[src/rtl/mux_scan_nx1_if.sv]
// -----------------------------------------------------------------------------
// mux_scan_nx1_if
// Bundles the channel bus, the request controls and the valid/ready output
// beat of mux_scan_nx1.
//
// Parameters must match the mux_scan_nx1 instance that is connected:
//   N_CH  : number of input channels
//   W     : bits per channel
//   SEL_W : width of sel / out_ch, 2**SEL_W >= N_CH
//
// Signals:
//   in        : packed channels, channel k is in[k*W +: W]
//   mode      : 0 = direct, 1 = scan (sampled with start)
//   sel       : direct-mode channel index (sampled with start)
//   start     : request, honoured only when the mux is idle
//   out_data  : registered channel data
//   out_ch    : channel index of out_data
//   out_valid : out_data / out_ch valid
//   out_ready : consumer accepts the beat when out_valid && out_ready
//   sel_err   : current beat came from an out-of-range sel
//   busy      : mux is not idle
//   done      : one-cycle pulse on acceptance of the final beat
//
// Modports:
//   master : requester / consumer side
//   slave  : the mux itself
// -----------------------------------------------------------------------------
interface mux_scan_nx1_if #(
  parameter int N_CH  = 16,
  parameter int W     = 1,
  parameter int SEL_W = 4
);

  logic [N_CH*W-1:0] in;
  logic              mode;
  logic [SEL_W-1:0]  sel;
  logic              start;

  logic [W-1:0]      out_data;
  logic [SEL_W-1:0]  out_ch;
  logic              out_valid;
  logic              out_ready;
  logic              sel_err;
  logic              busy;
  logic              done;

  modport master (
    output in,
    output mode,
    output sel,
    output start,
    output out_ready,
    input  out_data,
    input  out_ch,
    input  out_valid,
    input  sel_err,
    input  busy,
    input  done
  );

  modport slave (
    input  in,
    input  mode,
    input  sel,
    input  start,
    input  out_ready,
    output out_data,
    output out_ch,
    output out_valid,
    output sel_err,
    output busy,
    output done
  );

endinterface : mux_scan_nx1_if

[src/rtl/mux_scan_nx1.sv]
// -----------------------------------------------------------------------------
// mux_scan_nx1
// Registered N_CH-to-1 multiplexer with a valid/ready output beat. Serialises a
// wide status/data bus onto one narrow consumer.
//
//   direct mode : one request captures the channel chosen by sel, one beat.
//   scan mode   : one request walks channels 0..N_CH-1, one beat per channel,
//                 one beat per cycle while out_ready stays high.
//
// Build option:
//   MUX_SCAN_LOOP_EN  when defined, a scan wraps from channel N_CH-1 back to
//                     channel 0 while mode is high at the wrap; done pulses
//                     once per completed sweep. When undefined a scan is a
//                     single sweep and mode only matters together with start.
//
// Ports:
//   clk : rising-edge clock
//   rst : synchronous, active-high reset (overrides everything)
//   bus : mux_scan_nx1_if.slave (channel bus, request, output beat, status)
//
// State table:
//   state | meaning
//   IDLE  | no beat pending, waiting for start
//   HOLD  | direct-mode beat presented, waiting for acceptance
//   SCAN  | scan beat presented, walking the channels
// -----------------------------------------------------------------------------
module mux_scan_nx1 #(
  parameter int N_CH  = 16,
  parameter int W     = 1,
  parameter int SEL_W = 4
) (
  input  logic          clk,
  input  logic          rst,
  mux_scan_nx1_if.slave bus
);

  typedef enum logic [1:0] {
    IDLE = 2'd0,
    HOLD = 2'd1,
    SCAN = 2'd2
  } state_t;

  localparam logic [SEL_W-1:0] LAST_CH = SEL_W'(N_CH - 1);
  localparam logic [SEL_W-1:0] CH_ZERO = '0;
  localparam logic [SEL_W-1:0] CH_ONE  = SEL_W'(1);

  // ---------------------------------------------------------------------------
  // State and output registers
  // ---------------------------------------------------------------------------
  state_t           state_q,     state_d;
  logic [W-1:0]     out_data_q,  out_data_d;
  logic [SEL_W-1:0] out_ch_q,    out_ch_d;
  logic             out_valid_q, out_valid_d;
  logic             sel_err_q,   sel_err_d;
  logic             done_q,      done_d;

  // ---------------------------------------------------------------------------
  // Channel selection
  // ---------------------------------------------------------------------------
  // Indices can reach 2**SEL_W-1, which may lie beyond the last channel, so the
  // selection is an explicit compare per channel rather than a computed part
  // select; indices with no matching channel read as zero.
  function automatic logic [W-1:0] pick_ch(
    input logic [N_CH*W-1:0] vec,
    input logic [SEL_W-1:0]  idx
  );
    logic [W-1:0] r;
    r = '0;
    for (int k = 0; k < N_CH; k++) begin
      if (int'(idx) == k) begin
        r = vec[k*W +: W];
      end
    end
    return r;
  endfunction

  logic             accept;
  logic             sel_in_range;
  logic [SEL_W-1:0] next_ch;
  logic [W-1:0]     sel_data;
  logic [W-1:0]     next_data;
  logic [W-1:0]     ch0_data;

  assign accept       = out_valid_q & bus.out_ready;
  assign sel_in_range = (int'(bus.sel) < N_CH);
  assign next_ch      = out_ch_q + CH_ONE;
  assign sel_data     = pick_ch(bus.in, bus.sel);
  assign next_data    = pick_ch(bus.in, next_ch);
  assign ch0_data     = pick_ch(bus.in, CH_ZERO);

  // ---------------------------------------------------------------------------
  // Next-state and output logic
  // ---------------------------------------------------------------------------
  always_comb begin
    state_d     = state_q;
    out_data_d  = out_data_q;
    out_ch_d    = out_ch_q;
    out_valid_d = out_valid_q;
    sel_err_d   = sel_err_q;
    done_d      = 1'b0;

    unique case (state_q)
      IDLE: begin
        if (bus.start) begin
          out_valid_d = 1'b1;
          if (!bus.mode) begin
            out_ch_d = bus.sel;
            if (sel_in_range) begin
              out_data_d = sel_data;
              sel_err_d  = 1'b0;
            end else begin
              out_data_d = '0;
              sel_err_d  = 1'b1;
            end
            state_d = HOLD;
          end else begin
            out_ch_d   = CH_ZERO;
            out_data_d = ch0_data;
            sel_err_d  = 1'b0;
            state_d    = SCAN;
          end
        end
      end

      HOLD: begin
        if (accept) begin
          out_valid_d = 1'b0;
          sel_err_d   = 1'b0;
          done_d      = 1'b1;
          state_d     = IDLE;
        end
      end

      SCAN: begin
        if (accept) begin
          if (out_ch_q == LAST_CH) begin
            done_d = 1'b1;
`ifdef MUX_SCAN_LOOP_EN
            // mode is looked at again only here, at the end of each sweep.
            if (bus.mode) begin
              out_ch_d   = CH_ZERO;
              out_data_d = ch0_data;
            end else begin
              out_valid_d = 1'b0;
              state_d     = IDLE;
            end
`else
            out_valid_d = 1'b0;
            state_d     = IDLE;
`endif
          end else begin
            // Capture the following channel on the accepting edge so a
            // continuously ready consumer sees one beat per cycle.
            out_ch_d   = next_ch;
            out_data_d = next_data;
          end
        end
      end

      default: begin
        out_valid_d = 1'b0;
        sel_err_d   = 1'b0;
        state_d     = IDLE;
      end
    endcase
  end

  // ---------------------------------------------------------------------------
  // Registers
  // ---------------------------------------------------------------------------
  always_ff @(posedge clk) begin
    if (rst) begin
      state_q     <= IDLE;
      out_data_q  <= '0;
      out_ch_q    <= '0;
      out_valid_q <= 1'b0;
      sel_err_q   <= 1'b0;
      done_q      <= 1'b0;
    end else begin
      state_q     <= state_d;
      out_data_q  <= out_data_d;
      out_ch_q    <= out_ch_d;
      out_valid_q <= out_valid_d;
      sel_err_q   <= sel_err_d;
      done_q      <= done_d;
    end
  end

  // ---------------------------------------------------------------------------
  // Outputs
  // ---------------------------------------------------------------------------
  assign bus.out_data  = out_data_q;
  assign bus.out_ch    = out_ch_q;
  assign bus.out_valid = out_valid_q;
  assign bus.sel_err   = sel_err_q;
  assign bus.done      = done_q;
  assign bus.busy      = (state_q != IDLE);

endmodule : mux_scan_nx1
[src/flat_wrapper.sv]
// flat-port wrapper written by rule: the top's interface ports become plain ports
module mux_scan_nx1_flat 
#(
  parameter int N_CH  = 16,
  parameter int W     = 1,
  parameter int SEL_W = 4
)
  (clk, rst, bus_in, bus_mode, bus_sel, bus_start, bus_out_ready, bus_out_data, bus_out_ch, bus_out_valid, bus_sel_err, bus_busy, bus_done);
  mux_scan_nx1_if #(.N_CH(N_CH), .W(W), .SEL_W(SEL_W)) bus_i ();
  input  logic clk;
  input  logic rst;
  input wire logic [$bits(bus_i.in)-1:0] bus_in;
  input wire logic [$bits(bus_i.mode)-1:0] bus_mode;
  input wire logic [$bits(bus_i.sel)-1:0] bus_sel;
  input wire logic [$bits(bus_i.start)-1:0] bus_start;
  input wire logic [$bits(bus_i.out_ready)-1:0] bus_out_ready;
  output wire logic [$bits(bus_i.out_data)-1:0] bus_out_data;
  output wire logic [$bits(bus_i.out_ch)-1:0] bus_out_ch;
  output wire logic [$bits(bus_i.out_valid)-1:0] bus_out_valid;
  output wire logic [$bits(bus_i.sel_err)-1:0] bus_sel_err;
  output wire logic [$bits(bus_i.busy)-1:0] bus_busy;
  output wire logic [$bits(bus_i.done)-1:0] bus_done;
  assign bus_i.in = bus_in;
  assign bus_i.mode = bus_mode;
  assign bus_i.sel = bus_sel;
  assign bus_i.start = bus_start;
  assign bus_i.out_ready = bus_out_ready;
  assign bus_out_data = bus_i.out_data;
  assign bus_out_ch = bus_i.out_ch;
  assign bus_out_valid = bus_i.out_valid;
  assign bus_sel_err = bus_i.sel_err;
  assign bus_busy = bus_i.busy;
  assign bus_done = bus_i.done;
  mux_scan_nx1 #(.N_CH(N_CH), .W(W), .SEL_W(SEL_W)) u_core (.clk(clk), .rst(rst), .bus(bus_i));
endmodule
[config.mk]
export PLATFORM = sky130hd
export DESIGN_NAME = mux_scan_nx1_flat
export DESIGN_NICKNAME = d
export VERILOG_FILES = /design/src/rtl/mux_scan_nx1_if.sv /design/src/rtl/mux_scan_nx1.sv /design/src/flat_wrapper.sv
export SDC_FILE = /design/constraint.sdc
export NUM_CORES = 1
export LEC_CHECK = 0
export ABC_AREA = 1
export ABC_CLOCK_PERIOD_IN_PS = 1850
export CAP_MARGIN = 15
export CELL_PAD_IN_SITES_DETAIL_PLACEMENT = 0
export CELL_PAD_IN_SITES_GLOBAL_PLACEMENT = 1
export CORE_MARGIN = 4
export CORE_UTILIZATION = 35
export DETAILED_ROUTE_END_ITERATION = 16
export DONT_BUFFER_PORTS = 1
export PLACE_DENSITY = 0.66
export SLEW_MARGIN = 0
export SYNTH_ARGS = -nofsm -noshare
export SYNTH_HDL_FRONTEND = slang
export SYNTH_SLANG_ARGS = --single-unit
[constraint.sdc]
create_clock -name clk -period 1.85 [get_ports clk]
set_input_delay 0.37 -clock clk [delete_from_list [all_inputs] [get_ports clk]]
set_output_delay 0.37 -clock clk [all_outputs]
set_load 0.005 [all_outputs]
==> results.md <==
- Port Buffers: 0
- Initial Utilization: 36.6%
- Final Hold Vio Count: 0
- Top delay family on crit path: flip-flops
- Largest net degree at the start of global routing: 13
- Clock skew: 0.685 ps
- Max Freq: 0.596 GHz
- DP Worst Slack: 114 ps
- Clock Tree Buf Depth: 2
- WP buf/inv: 3
- Max Slew Vio Count: 0
- VDD IR max: 0.832 mV
- WL per Instance: 14.4 microns
- GRT overflow: 0
- Hold WS: 168 ps
- Status: finished, final reports clean
- Core area: 2760 sq um
- Final period util: 90.6%
- Setup TNS: 0 ps
- Via count: 1,088
- CP Max Fanout: 7
- Number of H-tree levels: 1
- FF-to-FF setup slack: 170 ps
- Lkg Pwr: 0.563 nW
- Crit-path cells: inv_1 > ha_1 > inv_1 > o22ai_2 > nor3_4 > inv_1 > o21ai_0 > a21oi_1
- Clk Latency, worst-skew pair: 260 ps
- Remaining DRCs: 0
- Final setup viols: 0
- Crit path DAT: 1820 ps
- Syn Area/Cell: 5.93 sq um
- Minimum clock period: 1680 ps
- Worst setup margin: 173 ps
- CP most frequent cell: inv_1
- Syn Inst Count: 170
- Gr usage total: 16.2%
- Pre-antenna DRT Iters: 4
- Die Span Y: 61.7 microns
- Post-synth ARST share: 0%
- Post-Route WL: 2970 microns
- Crit path required time: 2000 ps
- PwrDens: 1240 nW/um^2
- Number of global-route vias before repair: 979
- Seq/Total Area, Yosys: 17.9%
- CTS Hold Buffers Added: 0
- CP Launch Type: flip-flop
- Synth warn: 0
- Top FF cell, synth: dfxtp_1
- Ports: 34
- Synth-to-Final Area Change: 7.94%
- Critical Path Max Stage Delay: 370 ps
- Final nets: 209
- Share of post-route cells with drive strength above 1: 12.0%
- Slowest CP cell: dfxtp_1
- CP Class: flip-flop to flip-flop
- Die area: 3800 sq um
- Clock transition at path regs: 60 ps
- Worst setup EP type: flip-flop
- Number of synthesized flops with an enable pin: 0
- Initial antenna violation count: 0
- Count of clock tree sinks: 9
- Core Rows: 19
- Hold Crit Class: input port to flip-flop
- CTS root buf: clkbuf_4
- Routability-driven placement congestion ratio: 0.807
- First-pass GRT wire length: 4600 microns
- Netlist cell types: 29
- RSZ-0062 raised after global routing: no
- Final ANT Viol Nets: 0
- Synthesized flop and latch total: 9
- Max-cap violations: 0
- ANT cells: 0
- Top-area cell type share of the netlist area: 17.9%
- Syn nets: 203
- TritonCTS buffer count: 3
- Number of DRC markers in iteration 0: 63
- CTS tree: built
- Post-Syn Area: 1010 sq um
- Area contributors post-synth: dfxtp_1 18%, nand2_1 16%, nand3_1 12%, inv_1 12%, ha_1 9.9%
- Vias per cell: 5.28
- Leading area contributor after synthesis: dfxtp_1
- Die W: 61.7 microns
- Detailed placement HPWL: 2380 microns
## timing repair
| item | 4_1_cts | 5_1_grt |
|---|---|---|
| endpoints found under the hold margin | 0 | 0 |
| buffers inserted | 0 | 2 |
| resized for setup | 0 | 2 |
| endpoints found under the setup margin | 0 | 4 |
## metrics by stage
| step | power, mW | cell area [sq um] | std cells | util (%) |
|---|---|---|---|---|
| 6_report | 1.35 | 1090 | 206 | 39.5 |
| 5_1_grt | 1.51 | 1090 | 206 | 39.5 |
| 4_1_cts | 1.32 | 1070 | 204 | 38.7 |
| 3_5_place_dp | 1.16 | 1040 | 200 | 37.8 |
| 3_3_place_gp | 1.15 | 1040 | 200 | 37.8 |
| 2_1_floorplan | 0.970 | 1010 | 170 | - |
## layout by cell type (no fill, tap or decap), drive strengths merged
cell type,synthesis,final
nor3,2,2
o22ai,3,3
nand3,25,25
nand3b,1,1
a31oi,1,1
o2111a,1,1
o21ai,6,6
dfxtp,9,9
nor2,11,11
inv,33,33
nand2,47,47
buf,3,4
or2,1,1
nand4,1,1
clkbuf,0,4
conb,1,1
ha,8,8
o31ai,1,1
xnor2,1,1
o211ai,2,2
a21oi,12,12
a41oi,1,1
## cells in the mapped netlist, types with 2 or more instances
cell type / instances
a21oi_1: 11
o22ai_1: 2
o21ai_0: 6
nand2_2: 2
o211ai_1: 2
dfxtp_1: 9
nor2_1: 8
nor2_2: 3
nand2_1: 44
inv_1: 31
nand3_1: 25
ha_1: 8
inv_2: 2
buf_4: 2
## layout make-up
cell class	count	area, sq um
fillers	317	1670
repair buffers	4	30.0
inverters	33	124
well taps	31	38.8
clock buffers	4	26.3
multi-input cells	125	689
flip-flops and latches	9	180
## where the power goes
part,leakage [nW],switching [mW],internal [mW]
Combinational,0.474,0.529,0.325
Sequential,0.0742,0.0867,0.262
Clock,0.0150,0.0683,0.0831
Total,0.563,0.684,0.671
## per-layer routing
layer | part of all wire, % | wire length, microns | GRT usage, %
met4 | 0.40 | 12 | 1.82
met5 | 0 | 0 | 0
met2 | 44 | 1290 | 24.7
met1 | 48 | 1430 | 23.0
met3 | 7.9 | 235 | 5.03
## final timing paths
kind / start / to / depth (start not counted)
worst max-delay path: u_core.state_q[0]$_SDFFE_PP0P_ / u_core.bus.out_ch[0]$_SDFFE_PP0P_ / 8
worst max register to register: u_core.state_q[0]$_SDFFE_PP0P_ / u_core.bus.out_ch[0]$_SDFFE_PP0P_ / 8
worst min register to register: u_core.bus.out_valid$_SDFFE_PP0P_ / u_core.bus.out_valid$_SDFFE_PP0P_ / 2
worst min-delay path: rst / u_core.bus.out_valid$_SDFFE_PP0P_ / 1
## state kept, by name (all words and copies together) (netlist names)
name                  cells
u_core.bus.out_ch         4
u_core.bus.done           1
u_core.state_q            2
u_core.bus.out_valid      1
u_core.bus.out_data       1
## cell families (layout without fill, tap and decap cells)
| kind of cell | count (synthesis) | after routing | synth area share [%] |
|---|---|---|---|
| buffers and inverters | 36 | 41 | 14.3 |
| flip-flops | 9 | 9 | 17.9 |
| other | 1 | 1 | 0.372 |
| XOR/XNOR | 1 | 1 | 0.869 |
| AND/OR/NAND/NOR | 88 | 88 | 40.1 |
| AO/OA/AOI/OAI | 27 | 27 | 16.6 |
| adder cells (fa/ha/maj) | 8 | 8 | 9.93 |
No activity file was read; power rests on OpenSTA's default activity.
